<file path="config.mk">
export PLATFORM = sky130hd
export DESIGN_NAME = vga_sync_rx
export DESIGN_NICKNAME = d
export VERILOG_FILES = /design/src/rtl/vga_pkg.sv /design/src/rtl/vga_crc16.sv /design/src/rtl/vga_sync_rx.sv
export SDC_FILE = /design/constraint.sdc
export NUM_CORES = 1
export LEC_CHECK = 0
export BUFFER_PORTS_ARGS = -buffer_cell sky130_fd_sc_hd__buf_4
export CAP_MARGIN = 20
export CORE_ASPECT_RATIO = 0.7
export CORE_UTILIZATION = 35
export DETAILED_ROUTE_END_ITERATION = 10
export GPL_ROUTABILITY_DRIVEN = 0
export PLACE_DENSITY = 0.57
export SYNTH_ARGS = -nofsm -noshare
export SYNTH_HDL_FRONTEND = slang
export SYNTH_SLANG_ARGS = --single-unit
</file>
<file path="constraint.sdc">
create_clock -name vga_clk -period 2.7 [get_ports vga_clk]
set_input_delay 0.27 -clock vga_clk [delete_from_list [all_inputs] [get_ports vga_clk]]
set_output_delay 0.27 -clock vga_clk [all_outputs]
set_load 0.03 [all_outputs]
</file>
<file path="src/rtl/vga_pkg.sv">
// Shared timing defaults (800x600 @ 60 Hz, 40 MHz pixel clock), counter width,
// receiver FSM states and a counter saturation helper for vga_sync_rx.
package vga_pkg;

    // Default 800x600 timing.
    localparam int H_SYNC_DEF  = 128;
    localparam int H_BACK_DEF  = 88;
    localparam int H_VALID_DEF = 800;
    localparam int H_TOTAL_DEF = 1056;
    localparam int V_SYNC_DEF  = 4;
    localparam int V_BACK_DEF  = 23;
    localparam int V_VALID_DEF = 600;
    localparam int V_TOTAL_DEF = 628;

    // Position counters and measurements are 11 bits and saturate at all-ones.
    localparam int                CNT_W   = 11;
    localparam logic [CNT_W-1:0]  CNT_MAX = '1;

    typedef enum logic [1:0] {
        SEARCH  = 2'd0,
        MEASURE = 2'd1,
        LOCKED  = 2'd2
    } rx_state_t;

    // Increment that sticks at CNT_MAX instead of wrapping.
    function automatic logic [CNT_W-1:0] sat_inc(input logic [CNT_W-1:0] v);
        return (v == CNT_MAX) ? v : v + 1'b1;
    endfunction

    // Clamp a one-bit-wider value back into counter range.
    function automatic logic [CNT_W-1:0] clamp_cnt(input logic [CNT_W:0] v);
        return v[CNT_W] ? CNT_MAX : v[CNT_W-1:0];
    endfunction

endpackage

</file>
<file path="src/rtl/vga_crc16.sv">
// CRC-16-CCITT (poly 0x1021, init 0xFFFF, MSB first, no reflection), one byte
// per enabled cycle. 'first' restarts the running value from the init seed so the
// current byte is the first byte of a new message. crc_next is the value after
// folding in the current byte; the running register advances only when enabled.
module vga_crc16
    import vga_pkg::*;
(
    input  logic        vga_clk,
    input  logic        sys_rstn,
    input  logic        en,
    input  logic        first,
    input  logic [7:0]  data,
    output logic [15:0] crc_next
);

    logic [15:0] crc_q;
    logic [15:0] seed;

    assign seed = first ? 16'hFFFF : crc_q;

    // Byte-wide CRC step: xor byte into the top, then eight shift/reduce steps.
    always_comb begin
        crc_next = seed ^ {data, 8'h00};
        for (int i = 0; i < 8; i++) begin
            crc_next = crc_next[15] ? ({crc_next[14:0], 1'b0} ^ 16'h1021)
                                    : {crc_next[14:0], 1'b0};
        end
    end

    // Running CRC register, advanced once per enabled byte.
    always_ff @(posedge vga_clk or negedge sys_rstn) begin
        if (!sys_rstn) begin
            crc_q <= 16'hFFFF;
        end else if (en) begin
            crc_q <= crc_next;
        end
    end

endmodule

</file>
<file path="src/rtl/vga_sync_rx.sv">
// VGA sync receiver: recovers pixel position from hsync/vsync, measures line and
// frame periods, locks onto a stream matching the configured timing and reports
// timing faults. Define VGA_SYNC_RX_CRC_EN to add a per-frame CRC-16 of the active
// pixels (frame_crc / crc_valid ports).
//
// Handshake: there is no back-pressure. rx_de qualifies rx_x/rx_y/rx_rgb on the
// cycle it is high; frame_start, timing_err and crc_valid are single-cycle strobes.
module vga_sync_rx
    import vga_pkg::*;
#(
    parameter int H_SYNC  = H_SYNC_DEF,
    parameter int H_BACK  = H_BACK_DEF,
    parameter int H_VALID = H_VALID_DEF,
    parameter int H_TOTAL = H_TOTAL_DEF,
    parameter int V_SYNC  = V_SYNC_DEF,
    parameter int V_BACK  = V_BACK_DEF,
    parameter int V_VALID = V_VALID_DEF,
    parameter int V_TOTAL = V_TOTAL_DEF
) (
    input  logic             vga_clk,
    input  logic             sys_rstn,
    input  logic             hsync,
    input  logic             vsync,
    input  logic [2:0]       vga_rgb,
    output logic [CNT_W-1:0] rx_x,
    output logic [CNT_W-1:0] rx_y,
    output logic [2:0]       rx_rgb,
    output logic             rx_de,
    output logic             frame_start,
    output logic             locked,
    output logic             timing_err,
    output logic [CNT_W-1:0] h_total_meas,
    output logic [CNT_W-1:0] v_total_meas,
`ifdef VGA_SYNC_RX_CRC_EN
    output logic [15:0]      frame_crc,
    output logic             crc_valid,
`endif
    output logic [1:0]       dbg_state
);

    localparam logic [CNT_W:0]   H_TOTAL_P = (CNT_W+1)'(H_TOTAL);
    localparam logic [CNT_W:0]   V_TOTAL_P = (CNT_W+1)'(V_TOTAL);
    localparam logic [CNT_W-1:0] V_LIMIT   = CNT_W'(V_TOTAL);
    localparam logic [CNT_W-1:0] H_ACT_LO  = CNT_W'(H_SYNC + H_BACK);
    localparam logic [CNT_W-1:0] H_ACT_HI  = CNT_W'(H_SYNC + H_BACK + H_VALID);
    localparam logic [CNT_W-1:0] V_ACT_LO  = CNT_W'(V_SYNC + V_BACK);
    localparam logic [CNT_W-1:0] V_ACT_HI  = CNT_W'(V_SYNC + V_BACK + V_VALID);

    rx_state_t        state, state_nxt;
    logic             meas_bad, meas_bad_nxt;
    logic             hs_r, hs_d, vs_r, vs_d;
    logic [2:0]       rgb_r, rgb_d;
    logic [CNT_W-1:0] h_cnt, v_cnt;
    logic             vs_pend;

    logic             hs_rise, vs_rise, v_line_rst;
    logic [CNT_W:0]   h_period, v_period;
    logic             line_bad, frame_ok;
    logic             h_act, v_act;

    assign hs_rise    = hs_r & ~hs_d;
    assign vs_rise    = vs_r & ~vs_d;
    // A vsync rise takes effect on the hsync rise that coincides with or follows it.
    assign v_line_rst = hs_rise & (vs_rise | vs_pend);
    assign h_period   = {1'b0, h_cnt} + 1'b1;
    assign v_period   = {1'b0, v_cnt} + 1'b1;
    assign line_bad   = hs_rise && (h_period != H_TOTAL_P);
    assign frame_ok   = (v_period == V_TOTAL_P);

    // Input registers plus one more stage for edge detection and pixel alignment.
    always_ff @(posedge vga_clk or negedge sys_rstn) begin
        if (!sys_rstn) begin
            hs_r  <= 1'b0;
            hs_d  <= 1'b0;
            vs_r  <= 1'b0;
            vs_d  <= 1'b0;
            rgb_r <= 3'b000;
            rgb_d <= 3'b000;
        end else begin
            hs_r  <= hsync;
            hs_d  <= hs_r;
            vs_r  <= vsync;
            vs_d  <= vs_r;
            rgb_r <= vga_rgb;
            rgb_d <= rgb_r;
        end
    end

    // Position counters, pending-vsync flag and period measurements.
    always_ff @(posedge vga_clk or negedge sys_rstn) begin
        if (!sys_rstn) begin
            h_cnt        <= '0;
            v_cnt        <= '0;
            vs_pend      <= 1'b0;
            h_total_meas <= '0;
            v_total_meas <= '0;
        end else begin
            h_cnt <= hs_rise ? '0 : sat_inc(h_cnt);
            if (v_line_rst) begin
                v_cnt <= '0;
            end else if (hs_rise) begin
                v_cnt <= sat_inc(v_cnt);
            end
            if (v_line_rst) begin
                vs_pend <= 1'b0;
            end else if (vs_rise) begin
                vs_pend <= 1'b1;
            end
            if (hs_rise) begin
                h_total_meas <= clamp_cnt(h_period);
            end
            if (v_line_rst) begin
                v_total_meas <= clamp_cnt(v_period);
            end
        end
    end

    // FSM state and measure-window line-fault flag.
    always_ff @(posedge vga_clk or negedge sys_rstn) begin
        if (!sys_rstn) begin
            state    <= SEARCH;
            meas_bad <= 1'b0;
        end else begin
            state    <= state_nxt;
            meas_bad <= meas_bad_nxt;
        end
    end

    // Next state and strobes; a fault always wins over a coincident frame edge.
    always_comb begin
        state_nxt    = state;
        meas_bad_nxt = meas_bad;
        timing_err   = 1'b0;
        frame_start  = 1'b0;
        unique case (state)
            SEARCH: begin
                if (vs_rise) begin
                    state_nxt    = MEASURE;
                    meas_bad_nxt = 1'b0;
                end
            end
            MEASURE: begin
                if (line_bad) begin
                    meas_bad_nxt = 1'b1;
                end
                if (vs_rise) begin
                    meas_bad_nxt = 1'b0;
                    if (meas_bad || line_bad || !frame_ok) begin
                        timing_err = 1'b1;
                        state_nxt  = MEASURE;
                    end else begin
                        state_nxt  = LOCKED;
                    end
                end
            end
            LOCKED: begin
                if (line_bad || (v_cnt >= V_LIMIT) || (vs_rise && !frame_ok)) begin
                    timing_err = 1'b1;
                    state_nxt  = SEARCH;
                end else if (vs_rise) begin
                    frame_start = 1'b1;
                end
            end
            default: begin
                state_nxt = SEARCH;
            end
        endcase
    end

    // Active-window decode and aligned pixel outputs.
    always_comb begin
        h_act  = (h_cnt >= H_ACT_LO) && (h_cnt < H_ACT_HI);
        v_act  = (v_cnt >= V_ACT_LO) && (v_cnt < V_ACT_HI);
        rx_de  = (state == LOCKED) && h_act && v_act;
        rx_x   = rx_de ? (h_cnt - H_ACT_LO) : '0;
        rx_y   = rx_de ? (v_cnt - V_ACT_LO) : '0;
        rx_rgb = rx_de ? rgb_d : 3'b000;
    end

    assign locked    = (state == LOCKED);
    assign dbg_state = state;

`ifdef VGA_SYNC_RX_CRC_EN
    logic        crc_first, crc_last;
    logic [15:0] crc_next;

    assign crc_first = rx_de && (rx_x == '0) && (rx_y == '0);
    assign crc_last  = rx_de && (rx_x == CNT_W'(H_VALID - 1)) && (rx_y == CNT_W'(V_VALID - 1));

    vga_crc16 u_crc (
        .vga_clk  (vga_clk),
        .sys_rstn (sys_rstn),
        .en       (rx_de),
        .first    (crc_first),
        .data     ({5'b00000, rx_rgb}),
        .crc_next (crc_next)
    );

    // Capture the finished frame CRC on the last active pixel; strobe it next cycle.
    always_ff @(posedge vga_clk or negedge sys_rstn) begin
        if (!sys_rstn) begin
            frame_crc <= '0;
            crc_valid <= 1'b0;
        end else begin
            crc_valid <= crc_last;
            if (crc_last) begin
                frame_crc <= crc_next;
            end
        end
    end
`endif

endmodule

</file>
==> summary.md <==
| Metric | Value |
|---|---|
| CP startpoint | `v_cnt[0]` |
| Total CTS buffers | `9` |
| CTS Hold Bufs | `0` |
| Fin crit period | `2.80 ns` |
| Die ar. | `10000 um^2` |
| Setup_tns | `-0.191 ns` |
| Synth warn | `0` |
| Max VDD drop | `0.000407 V` |
| Synth unique cells | `60` |
| Synthesized area | `roughly 3400 um^2` |
| Max-slew headroom | `0.494` |
| Clk root buf | `clkbuf_16` |
| Crit path DAT | `approximately 2.5 ns` |
| Period utilization | `1.04` |
| Die Ht | `between 80 and 90 um` |
| CTS HTree Levels | `3` |
| Main synth FF type | `dfrtp_1` |
| Synth Instances | `approximately 380` |
| Routed WL per cell | `16.5 um` |
| Ys async rst share | `1.00` |
| Commonest non-fill, non-tap cell in the layout | `buf_4` |
| Post-Route Skew | `0.00769 ns` |
| RSZ-0062 raised after global routing | `true` |
| Initial core utilization | `0.366` |
| PnR worst setup slack | `-0.103 ns` |
| Final Max Slew Viols | `0` |
| Core box area | `between 9000 and 10000 um^2` |
| Clock sinks | `58` |
| Utilization after layout | `0.512` |
| Run status | `finished with violations` |
| Global-route wire length before repair | `between 15000 and 20000 um` |
| Area grow syn2layout | `39.9%` |
| # IOs | `60` |
| Post-DP HPWL | `6290 um` |
| Total wire length | `9690 um` |
| Final hold vios | `0` |
| Routed vias/inst | `around 5.3` |
| Die Width | `119 um` |
| Vias in the first global route | `2944` |
| CP Max Fanout | `5` |
| Path type of the worst min-delay path | `primary input to asynchronous set/reset pin` |
| Number of core rows | `29` |
| Failing checks | `negative setup slack` |
| Worst-Skew Late Latency | `0.33 ns` |
| Congestion Overflow GR | `0` |
| Setup Viol. Count Final | `2` |
| Worst-path clk slew | `0.06 ns` |
| Largest net degree at the start of global routing | `59` |
| Final-stage net count | `475` |
| Final ANT Viol Nets | `0` |
| DR vias | `3117` |
| CTS tree | `done` |
| Initial antenna violation count | `0` |
| Register area share after synthesis | `0.431` |
| Longest Clk Path Bufs | `2` |
| Critical path type | `flip-flop to output port` |
| Most frequent cells in the layout | `buf_4 (82), dfrtp_1 (52), nor2_1 (45)` |
| MaxCap Viol Count | `0` |
| GRT Util Overall | `0.202` |
| Crit path launch type | `flip-flop` |
| FF+latch count, synth | `58` |
| Share of cells above drive strength 1 | `0.377` |
| Critical R2R Launch | `v_cnt[0]` |
| Post-synth EDFFs | `0` |
| Pwr Density | `667 nW/um^2` |
| CP Data Required Time | `2.43 ns` |
| Syn avg cell area | `8.99 um^2` |
| Port bufs | `59` |
| Fmax | `0.357 GHz` |
| 1st-iter DRT viols | `between 200 and 250` |
| Worst-margin pin slew | `0.758 ns` |
| DRT Pass-1 Iters | `7` |
| DR DRC count | `0` |
| Diode count | `0` |
| Leakage | `0.00203 uW` |
| Post-Place Setup Slack | `0.102 ns` |
| Crit path capture type | `output port` |
| Syn nets | `about 390` |
==> final timing paths <==
check	end	slack, ns	cells after the start
min	v_cnt[1]	0.01	1
max reg2reg	dbg_state[0]	0.12	12
max in group asynchronous	h_cnt[4]	2.14	1
min in group vga_clk	rgb_r[2]	0.05	1
min reg2reg	rgb_d[1]	0.35	0
max	timing_err	-0.10	9
==> cell families after synthesis <==
| kind of cell | count (synthesis) | share of synthesized area |
|---|---|---|
| simple gates | 144 | 0.216 |
| compound gates | 91 | 0.177 |
| flops | 58 | 0.431 |
| buf+inv | 43 | 0.0653 |
| xor+xnor | 30 | 0.0780 |
| fa+ha+maj | 9 | 0.0334 |
==> cells in the mapped netlist (4+ instances only) <==
cell / number / area, um^2
nor3_1: 5 / 25.0
xnor2_1: 19 / 166
nand3_1: 9 / 45.0
and2_1: 6 / 37.5
ha_1: 9 / 113
buf_4: 5 / 37.5
a21oi_1: 37 / 185
xor2_1: 11 / 96.3
nor2_1: 62 / 233
buf_2: 8 / 40.0
dfrtp_1: 58 / 1450
buf_6: 4 / 45.0
o21ai_0: 19 / 95.1
o31ai_1: 4 / 30.0
inv_1: 15 / 56.3
nand2_1: 21 / 78.8
a31oi_1: 4 / 25.0
clkbuf_1: 10 / 37.5
nand4_1: 8 / 50.1
nor2b_1: 5 / 31.3
==> layer usage <==
metal / vias to the layer above / wire length [um] / track usage
li1: 1474 / - / -
met1: 1494 / 4660 / 0.304
met2: 135 / 4100 / 0.267
met3: 14 / 788 / 0.0546
met4: 0 / 140 / 0.0818
met5: - / 0 / 0
==> per-stage QoR <==
stage                     hold slack [ns]  instances  power (uW)  area (um^2)
after global routing               0.0319        588        3280         4720
after floorplan                   -0.0256        375        1500         3370
after global placement              0.334        549        1740         3950
after CTS                          0.0350        588        3160         4530
after detailed placement            0.336        549        1740         3950
final                              0.0124        588        3150         4720
==> worst max-delay path: stages (launching register included) <==
cell       delay, ns
dfrtp_1         0.42
ha_4            0.20
and4_4          0.20
xnor2_2         0.14
a2bb2oi_2       0.19
a2111oi_4       0.42
nand3b_1        0.16
a32oi_1         0.23
nor2b_1         0.08
buf_4           0.17
==> power by group <==
group	switching [uW]	leakage, uW	internal (uW)
registers	99.8	0.000719	988
clock network	407	0.000169	952
logic	421	0.00114	277
total	928	0.00203	2220
==> area by class of cell <==
class,instances,area [um^2]
Inverter,16,62.6
Timing Repair Buffer,100,822
Tap cell,124,155
Fill cell,856,4500
Multi-Input combinational cell,274,1860
Sequential cell,58,1460
Clock inverter,4,97.6
Clock buffer,12,256
==> flip-flops by register name, indices dropped and copies added (netlist names) <==
register      cells
h_cnt            11
h_total_meas     11
v_cnt            11
v_total_meas     11
rgb_d             3
rgb_r             3
dbg_state         2
hs_d              1
hs_r              1
meas_bad          1
vs_d              1
vs_pend           1
vs_r              1
==> what timing repair did <==
item	4_1_cts	5_1_grt
gates cloned	2	0
resized for setup	22	54
pin swaps	11	4
endpoints found under the setup margin	27	30
setup buffers	21	1
Power figures use the tool's default switching activity.
